--- src/rtl/riscv_pkg.sv ---
// riscv_pkg: shared RV32I decode constants and control encodings.
//   - OPC_*        : 7-bit major opcodes (also used by the immediate generator)
//   - imm_fmt_e    : immediate format select driven to the immediate generator
//   - pc_src_e     : next-PC source select
//   - wb_sel_e     : register-file write-back source select
//   - alu_op_e     : ALU operation class
//   - ctrl_state_e : multicycle control FSM states
//   - inst_class_e : opcode class produced by ctrl_decode
package riscv_pkg;

    localparam logic [6:0] OPC_OP     = 7'b0110011;
    localparam logic [6:0] OPC_OP_IMM = 7'b0010011;
    localparam logic [6:0] OPC_LOAD   = 7'b0000011;
    localparam logic [6:0] OPC_STORE  = 7'b0100011;
    localparam logic [6:0] OPC_BRANCH = 7'b1100011;
    localparam logic [6:0] OPC_JAL    = 7'b1101111;
    localparam logic [6:0] OPC_JALR   = 7'b1100111;
    localparam logic [6:0] OPC_LUI    = 7'b0110111;
    localparam logic [6:0] OPC_AUIPC  = 7'b0010111;

    typedef enum logic [2:0] {
        IMM_NONE = 3'd0,
        IMM_I    = 3'd1,
        IMM_S    = 3'd2,
        IMM_B    = 3'd3,
        IMM_U    = 3'd4,
        IMM_J    = 3'd5
    } imm_fmt_e;

    typedef enum logic [1:0] {
        PC_PLUS4 = 2'd0,
        PC_IMM   = 2'd1,
        PC_JALR  = 2'd2
    } pc_src_e;

    typedef enum logic [1:0] {
        WB_ALU = 2'd0,
        WB_MEM = 2'd1,
        WB_PC4 = 2'd2
    } wb_sel_e;

    typedef enum logic [1:0] {
        ALU_ADD    = 2'd0,
        ALU_FUNCT  = 2'd1,
        ALU_PASS_B = 2'd2
    } alu_op_e;

    typedef enum logic [2:0] {
        ST_FETCH  = 3'd0,
        ST_DECODE = 3'd1,
        ST_EXEC   = 3'd2,
        ST_MEM    = 3'd3,
        ST_WB     = 3'd4,
        ST_HALT   = 3'd5
    } ctrl_state_e;

    typedef enum logic [3:0] {
        CLS_OP,
        CLS_OP_IMM,
        CLS_LOAD,
        CLS_STORE,
        CLS_BRANCH,
        CLS_JAL,
        CLS_JALR,
        CLS_LUI,
        CLS_AUIPC,
        CLS_ILLEGAL
    } inst_class_e;

endpackage

--- src/rtl/ctrl_decode.sv ---
// ctrl_decode: purely combinational opcode classifier.
//   inst       in  32  instruction register contents
//   inst_class out     opcode class (CLS_ILLEGAL for unsupported opcodes)
//   imm_fmt    out     immediate format for that class (IMM_NONE if illegal)
//   legal      out  1  opcode belongs to a supported class
//   rd_is_zero out  1  destination register is x0
module ctrl_decode
    import riscv_pkg::*;
(
    input  logic [31:0] inst,
    output inst_class_e inst_class,
    output imm_fmt_e    imm_fmt,
    output logic        legal,
    output logic        rd_is_zero
);

    // Only the opcode and rd fields matter for control sequencing.
    logic unused_fields;
    assign unused_fields = ^inst[31:12];

    // NOTE: every output of a combinational block gets a default before the
    // case, so no path leaves it unassigned and no latch is inferred.
    always_comb begin
        inst_class = CLS_ILLEGAL;
        imm_fmt    = IMM_NONE;
        case (inst[6:0])
            OPC_OP:     begin inst_class = CLS_OP;     imm_fmt = IMM_NONE; end
            OPC_OP_IMM: begin inst_class = CLS_OP_IMM; imm_fmt = IMM_I;    end
            OPC_LOAD:   begin inst_class = CLS_LOAD;   imm_fmt = IMM_I;    end
            OPC_STORE:  begin inst_class = CLS_STORE;  imm_fmt = IMM_S;    end
            OPC_BRANCH: begin inst_class = CLS_BRANCH; imm_fmt = IMM_B;    end
            OPC_JAL:    begin inst_class = CLS_JAL;    imm_fmt = IMM_J;    end
            OPC_JALR:   begin inst_class = CLS_JALR;   imm_fmt = IMM_I;    end
            OPC_LUI:    begin inst_class = CLS_LUI;    imm_fmt = IMM_U;    end
            OPC_AUIPC:  begin inst_class = CLS_AUIPC;  imm_fmt = IMM_U;    end
            default:    ;
        endcase
    end

    assign legal      = (inst_class != CLS_ILLEGAL);
    assign rd_is_zero = (inst[11:7] == 5'd0);

endmodule

--- src/rtl/multicycle_ctrl.sv ---
// multicycle_ctrl: multi-cycle RV32I control FSM over one shared memory port.
//   clk, rst           clock; synchronous active-high reset
//   inst               instruction register contents (valid from DECODE)
//   branch_taken       branch comparator result
//   mem_ready          memory completes the current request this cycle
//   mem_req/mem_we     memory request / store strobe
//   mem_addr_sel       0 = PC, 1 = ALU result
//   ir_we              latch fetched word into the instruction register
//   imm_fmt            immediate format (riscv_pkg::imm_fmt_e)
//   alu_src_a/b, alu_op ALU operand selects and operation class
//   pc_we/pc_src       PC update strobe and source
//   rf_we/wb_sel       register-file write strobe and source
//   halted/illegal/bus_err sticky halt status
//   instret            retired-instruction counter (wraps)
module multicycle_ctrl
    import riscv_pkg::*;
#(
    parameter int WAIT_LIMIT = 255,
    parameter int CNT_W      = 32
) (
    input  logic             clk,
    input  logic             rst,
    input  logic [31:0]      inst,
    input  logic             branch_taken,
    input  logic             mem_ready,
    output logic             mem_req,
    output logic             mem_we,
    output logic             mem_addr_sel,
    output logic             ir_we,
    output logic [2:0]       imm_fmt,
    output logic             alu_src_a,
    output logic             alu_src_b,
    output logic [1:0]       alu_op,
    output logic             pc_we,
    output logic [1:0]       pc_src,
    output logic             rf_we,
    output logic [1:0]       wb_sel,
    output logic             halted,
    output logic             illegal,
    output logic             bus_err,
    output logic [CNT_W-1:0] instret
);

    // Timeout fires when the counter already holds LIMIT-1 waited cycles and
    // this cycle is another wait, i.e. on the LIMIT-th waiting cycle.
    localparam logic [7:0] WAIT_LAST = 8'(WAIT_LIMIT - 1);

    ctrl_state_e state, state_next;
    logic [7:0]  wait_cnt;
    logic        waiting, timeout;
    logic        retire, illegal_set, bus_err_set;

    inst_class_e inst_class;
    imm_fmt_e    dec_fmt;
    logic        legal, rd_is_zero;

    ctrl_decode u_decode (
        .inst       (inst),
        .inst_class (inst_class),
        .imm_fmt    (dec_fmt),
        .legal      (legal),
        .rd_is_zero (rd_is_zero)
    );

    assign waiting = (state == ST_FETCH) || (state == ST_MEM);
    assign timeout = waiting && !mem_ready && (wait_cnt == WAIT_LAST);
    assign halted  = (state == ST_HALT);

    always_comb begin
        state_next   = state;
        mem_req      = 1'b0;
        mem_we       = 1'b0;
        mem_addr_sel = 1'b0;
        ir_we        = 1'b0;
        imm_fmt      = IMM_NONE;
        alu_src_a    = 1'b0;
        alu_src_b    = 1'b0;
        alu_op       = ALU_ADD;
        pc_we        = 1'b0;
        pc_src       = PC_PLUS4;
        rf_we        = 1'b0;
        wb_sel       = WB_ALU;
        retire       = 1'b0;
        illegal_set  = 1'b0;
        bus_err_set  = 1'b0;

        // Format and operand selects stay stable from DECODE to the end of
        // the instruction so the unregistered datapath sees constant controls.
        if (state == ST_DECODE || state == ST_EXEC || state == ST_MEM || state == ST_WB) begin
            imm_fmt = dec_fmt;
            case (inst_class)
                CLS_OP:     alu_op = ALU_FUNCT;
                CLS_OP_IMM: begin alu_src_b = 1'b1; alu_op = ALU_FUNCT; end
                CLS_LUI:    begin alu_src_b = 1'b1; alu_op = ALU_PASS_B; end
                CLS_AUIPC,
                CLS_JAL:    begin alu_src_a = 1'b1; alu_src_b = 1'b1; end
                CLS_LOAD,
                CLS_STORE,
                CLS_JALR:   alu_src_b = 1'b1;
                default:    ;
            endcase
        end

        case (state)
            ST_FETCH: begin
                mem_req = 1'b1;
                // A response on the limit cycle still completes the fetch.
                if (mem_ready) begin
                    ir_we      = 1'b1;
                    state_next = ST_DECODE;
                end else if (timeout) begin
                    bus_err_set = 1'b1;
                    state_next  = ST_HALT;
                end
            end
            ST_DECODE: begin
                if (legal) begin
                    state_next = ST_EXEC;
                end else begin
                    illegal_set = 1'b1;
                    state_next  = ST_HALT;
                end
            end
            ST_EXEC: begin
                case (inst_class)
                    CLS_LOAD, CLS_STORE: state_next = ST_MEM;
                    CLS_BRANCH: begin
                        pc_we      = 1'b1;
                        pc_src     = branch_taken ? PC_IMM : PC_PLUS4;
                        retire     = 1'b1;
                        state_next = ST_FETCH;
                    end
                    CLS_JAL, CLS_JALR: begin
                        rf_we      = 1'b1;
                        wb_sel     = WB_PC4;
                        pc_we      = 1'b1;
                        pc_src     = (inst_class == CLS_JAL) ? PC_IMM : PC_JALR;
                        retire     = 1'b1;
                        state_next = ST_FETCH;
                    end
                    default: state_next = ST_WB;
                endcase
            end
            ST_MEM: begin
                mem_req      = 1'b1;
                mem_addr_sel = 1'b1;
                mem_we       = (inst_class == CLS_STORE);
                if (mem_ready) begin
                    if (inst_class == CLS_STORE) begin
                        pc_we      = 1'b1;
                        retire     = 1'b1;
                        state_next = ST_FETCH;
                    end else begin
                        state_next = ST_WB;
                    end
                end else if (timeout) begin
                    bus_err_set = 1'b1;
                    state_next  = ST_HALT;
                end
            end
            ST_WB: begin
                rf_we      = 1'b1;
                wb_sel     = (inst_class == CLS_LOAD) ? WB_MEM : WB_ALU;
                pc_we      = 1'b1;
                retire     = 1'b1;
                state_next = ST_FETCH;
            end
            ST_HALT: ;
            default: state_next = ST_FETCH;
        endcase

        // Writes to x0 are architecturally discarded.
        rf_we = rf_we && !rd_is_zero;

        // Side effects are suppressed in the reset cycle, whatever the state.
        if (rst) begin
            mem_req = 1'b0;
            ir_we   = 1'b0;
            pc_we   = 1'b0;
            rf_we   = 1'b0;
        end
    end

    // NOTE: state registers use non-blocking assignments so every flop samples
    // the pre-edge values regardless of statement order.
    always_ff @(posedge clk) begin
        if (rst) begin
            state    <= ST_FETCH;
            wait_cnt <= '0;
            instret  <= '0;
            illegal  <= 1'b0;
            bus_err  <= 1'b0;
        end else begin
            state <= state_next;
            if (state_next != state) begin
                wait_cnt <= '0;
            end else if (waiting && !mem_ready) begin
                wait_cnt <= wait_cnt + 8'd1;
            end
            if (retire) begin
                instret <= instret + CNT_W'(1);
            end
            if (illegal_set) begin
                illegal <= 1'b1;
            end
            if (bus_err_set) begin
                bus_err <= 1'b1;
            end
        end
    end

endmodule

--- config.mk ---
export PLATFORM = sky130hd
export DESIGN_NAME = multicycle_ctrl
export DESIGN_NICKNAME = d
export VERILOG_FILES = /design/src/rtl/riscv_pkg.sv /design/src/rtl/ctrl_decode.sv /design/src/rtl/multicycle_ctrl.sv
export SDC_FILE = /design/constraint.sdc
export NUM_CORES = 1
export LEC_CHECK = 0
export CELL_PAD_IN_SITES_DETAIL_PLACEMENT = 1
export CELL_PAD_IN_SITES_GLOBAL_PLACEMENT = 2
export CORE_AREA = 3 3 110 112
export DETAILED_ROUTE_END_ITERATION = 8
export DIE_AREA = 0 0 113 115
export PLACE_DENSITY_LB_ADDON = 0.1
export RECOVER_POWER = 25
export SETUP_SLACK_MARGIN = 0.15
export SLEW_MARGIN = 20
export SYNTH_ARGS = -nofsm -noshare
export SYNTH_HDL_FRONTEND = slang
export SYNTH_SLANG_ARGS = --single-unit
--- constraint.sdc ---
create_clock -name clk -period 2.7 [get_ports clk]
set_input_delay 0.54 -clock clk [delete_from_list [all_inputs] [get_ports clk]]
set_output_delay 0.54 -clock clk [all_outputs]
set_load 0.01 [all_outputs]
==> flow_summary.json <==
{
  "status": "completed",
  "p_leak_nw": 1.57,
  "worstPathArrival_ns": 2.01,
  "grt_pass1_wl_um": 17600,
  "grt_max_degree": 51,
  "slew_headroom": 0.621,
  "worst_slew_pin_slew_ns": 0.563,
  "postRouteAntennaNets": 0,
  "sw_frac_of_total": 0.264,
  "fill_cells": 1405,
  "die_x_um": 113,
  "placed_cell_area_mm2": 0.00404,
  "rsz0062_at_grt": "no",
  "drv_cap": 0,
  "syn_area_mm2": 0.00298,
  "ir_drop_v": 0.000315,
  "hold_viol": 0,
  "synth_edf_count": 0,
  "avgSynthCellArea_um2": 7.82,
  "drcViolationCount": 0,
  "synth_seq_cells": 45,
  "fin_skew_ns": 0.00839,
  "synth_cells": 381,
  "cp_max_fo": 4,
  "row_count": 39,
  "track_usage": 0.165,
  "cp_slowest_cell": "dlygate4sd3_1",
  "period_share": 0.943,
  "antenna_cells": 0,
  "synth_ff_type": "dfxtp_1",
  "syn_to_final_growth_pct": 44.8,
  "ys_async_sr_fraction": 0,
  "setup_viol": 0,
  "hold_path_class": "reg2reg",
  "worstSkewPairLatency_ns": 0.30,
  "via_per_inst": 5.27,
  "power_switching_uw": 444,
  "p_per_area_mw_per_mm2": 390,
  "worst-setup-path-type": "in2out",
  "mostFrequentLayoutCell": "buf_4",
  "seqPwrFrac": 0.408,
  "ys_seq_area_frac": 0.302,
  "portBuffers": 67,
  "dr_total_vias": 3317,
  "slew_viol_final": 0,
  "final_net_count": 525,
  "gp_congestion": 0.777,
  "yosysWarnings": 0,
  "cts_tree": "yes",
  "cts-root-buf": "clkbuf_16",
  "cts_buffer_depth": 2,
  "wl_um": 10500,
  "mostFrequentLayoutCells": "53 x buf_4, 43 x dfxtp_1, 40 x a21oi_1",
  "crit_path_cell_trace": "dlygate4sd3_1 -> buf_4 -> and2_0 -> nand2_2 -> a211oi_2 -> dlygate4sd2_1",
  "dpl.hpwl_um": 7580,
  "fin_setup_tns_ns": 0,
  "wl_per_cell_um": 16.6,
  "endpoint_kind": "output port",
  "core_mm2": 0.0113,
  "drt-initial-drc-count": 102,
  "grt_antenna_before_repair": 0,
  "clk_pin_slew_worst_paths_ns": 0.07,
  "grt_remaining_overflow": 0,
  "fin_crit_ns": 2.55,
  "ioPinCount": 88,
  "p_clk_frac": 0.429,
  "grt_pass1_vias": 3485,
  "power.internal_mw": 1.24,
  "fmax_ghz": 0.393,
  "combPwrFrac": 0.163,
  "synthesis.nets": 420,
  "cts_num_sinks": 45,
  "start_kind": "input pin",
  "numCtsBuffers": 5,
  "drive_gt1_frac": 0.224,
  "yosys.cell_types.count": 56,
  "final_area_mm2": 0.00432,
  "htree_num_levels": 2,
  "critPathMaxStageDelay_ns": 0.54,
  "dr.pass1.iters": 4,
  "required_ns": 2.16,
  "die_h_um": 115,
  "dieArea_mm2": 0.0130,
  "start_util": 0.263,
  "cts_hold_buf": 0
}
kinds of logic (layout without fill, tap and decap cells):
family | count (synthesis) | count (layout) | share of synthesized area
xor+xnor | 9 | 9 | 0.0264
flops | 45 | 45 | 0.302
compound gates | 103 | 103 | 0.212
simple gates | 180 | 180 | 0.367
buf+inv | 39 | 145 | 0.0718
fa+ha+maj | 3 | 3 | 0.0126
mux | 2 | 2 | 0.00714
power groups by stage:
stage	Combinational [mW]	Clock, mW	Sequential, mW
floorplan	0.136	0	0.695
global placement	0.257	0	0.701
detailed placement	0.263	0	0.701
CTS	0.276	0.741	0.686
global route	0.300	0.774	0.688
finish	0.274	0.722	0.686
worst paths after layout:
check,start,to,slack [ns],cells past startpoint
max reg2reg,instret[3],instret[24],0.39,5
min reg2reg,instret[31],instret[31],0.48,2
min,instret[31],instret[31],0.48,2
max,inst[0],alu_src_b,0.15,6
final cells by class:
cell class                      instances  area, um^2  share of cell area
Clock inverter                          2        38.8             0.00899
Timing Repair Buffer                  126        1080               0.250
Inverter                               11        41.3             0.00957
Multi-Input combinational cell        297        1950               0.451
Tap cell                              143         179              0.0414
Sequential cell                        45         903               0.209
Clock buffer                            6         129              0.0299
synthesized netlist by cell type, types with 3 or more instances:
cell	number	area, um^2
buf_2	6	30.0
or3_1	11	68.8
nand2_1	33	124
nor4b_1	3	26.3
clkbuf_1	10	37.5
nor3_1	17	85.1
a21oi_1	41	205
nor4_1	4	25.0
and3_1	6	37.5
and2_1	5	31.3
or4_1	19	143
ha_1	3	37.5
xor2_1	4	35.0
and3b_1	3	26.3
o21a_1	3	22.5
xnor2_1	5	43.8
nor3b_1	5	37.5
dfxtp_1	45	901
or4b_1	4	40.0
o31ai_1	20	150
o21ai_0	18	90.1
nand4_1	10	62.6
inv_1	11	41.3
a31oi_1	5	31.3
o211ai_1	4	30.0
nand3_1	16	80.1
nor2b_1	5	31.3
nor2_1	23	86.3
buf_6	6	67.6
critical path: cells and delay by family:
family	cells	cell delay (ns)
AO/OA/AOI/OAI	1	0.18
buffers and inverters	3	0.95
AND/OR/NAND/NOR	2	0.34
timing repair:
action / CTS / global route
buffers inserted: 8 / 1
gates cloned: 1 / 0
gates resized for setup: 59 / 18
endpoints found under the setup margin: 38 / 23
pin swaps: 6 / 7
flip-flops by register name, summed over array words and instances, names as in the netlist:
signal / flops
bus_err: 1
illegal: 1
instret: 32
state: 3
wait_cnt: 8
metrics by stage:
step | worst slack, ns | power [mW] | utilization | hold WS, ns | instances
after floorplan | 0.204 | 0.831 | - | 0.496 | 381
after detailed placement | -0.653 | 0.963 | 0.357 | 0.476 | 612
after global placement | -0.640 | 0.958 | 0.357 | 0.457 | 612
final | 0.155 | 1.68 | 0.381 | 0.479 | 630
after CTS | 0.173 | 1.70 | 0.381 | 0.491 | 629
after global routing | 0.0869 | 1.76 | 0.381 | 0.520 | 630
layer usage:
metal,part of all wire,global-route usage,vias to the layer above,routed length (um)
li1,-,-,1655,-
met1,0.45,0.200,1613,4720
met2,0.51,0.300,43,5300
met3,0.032,0.0316,6,332
met4,0.010,0.0433,0,107
met5,0,0,-,0
(Power assumes the default switching activity.)
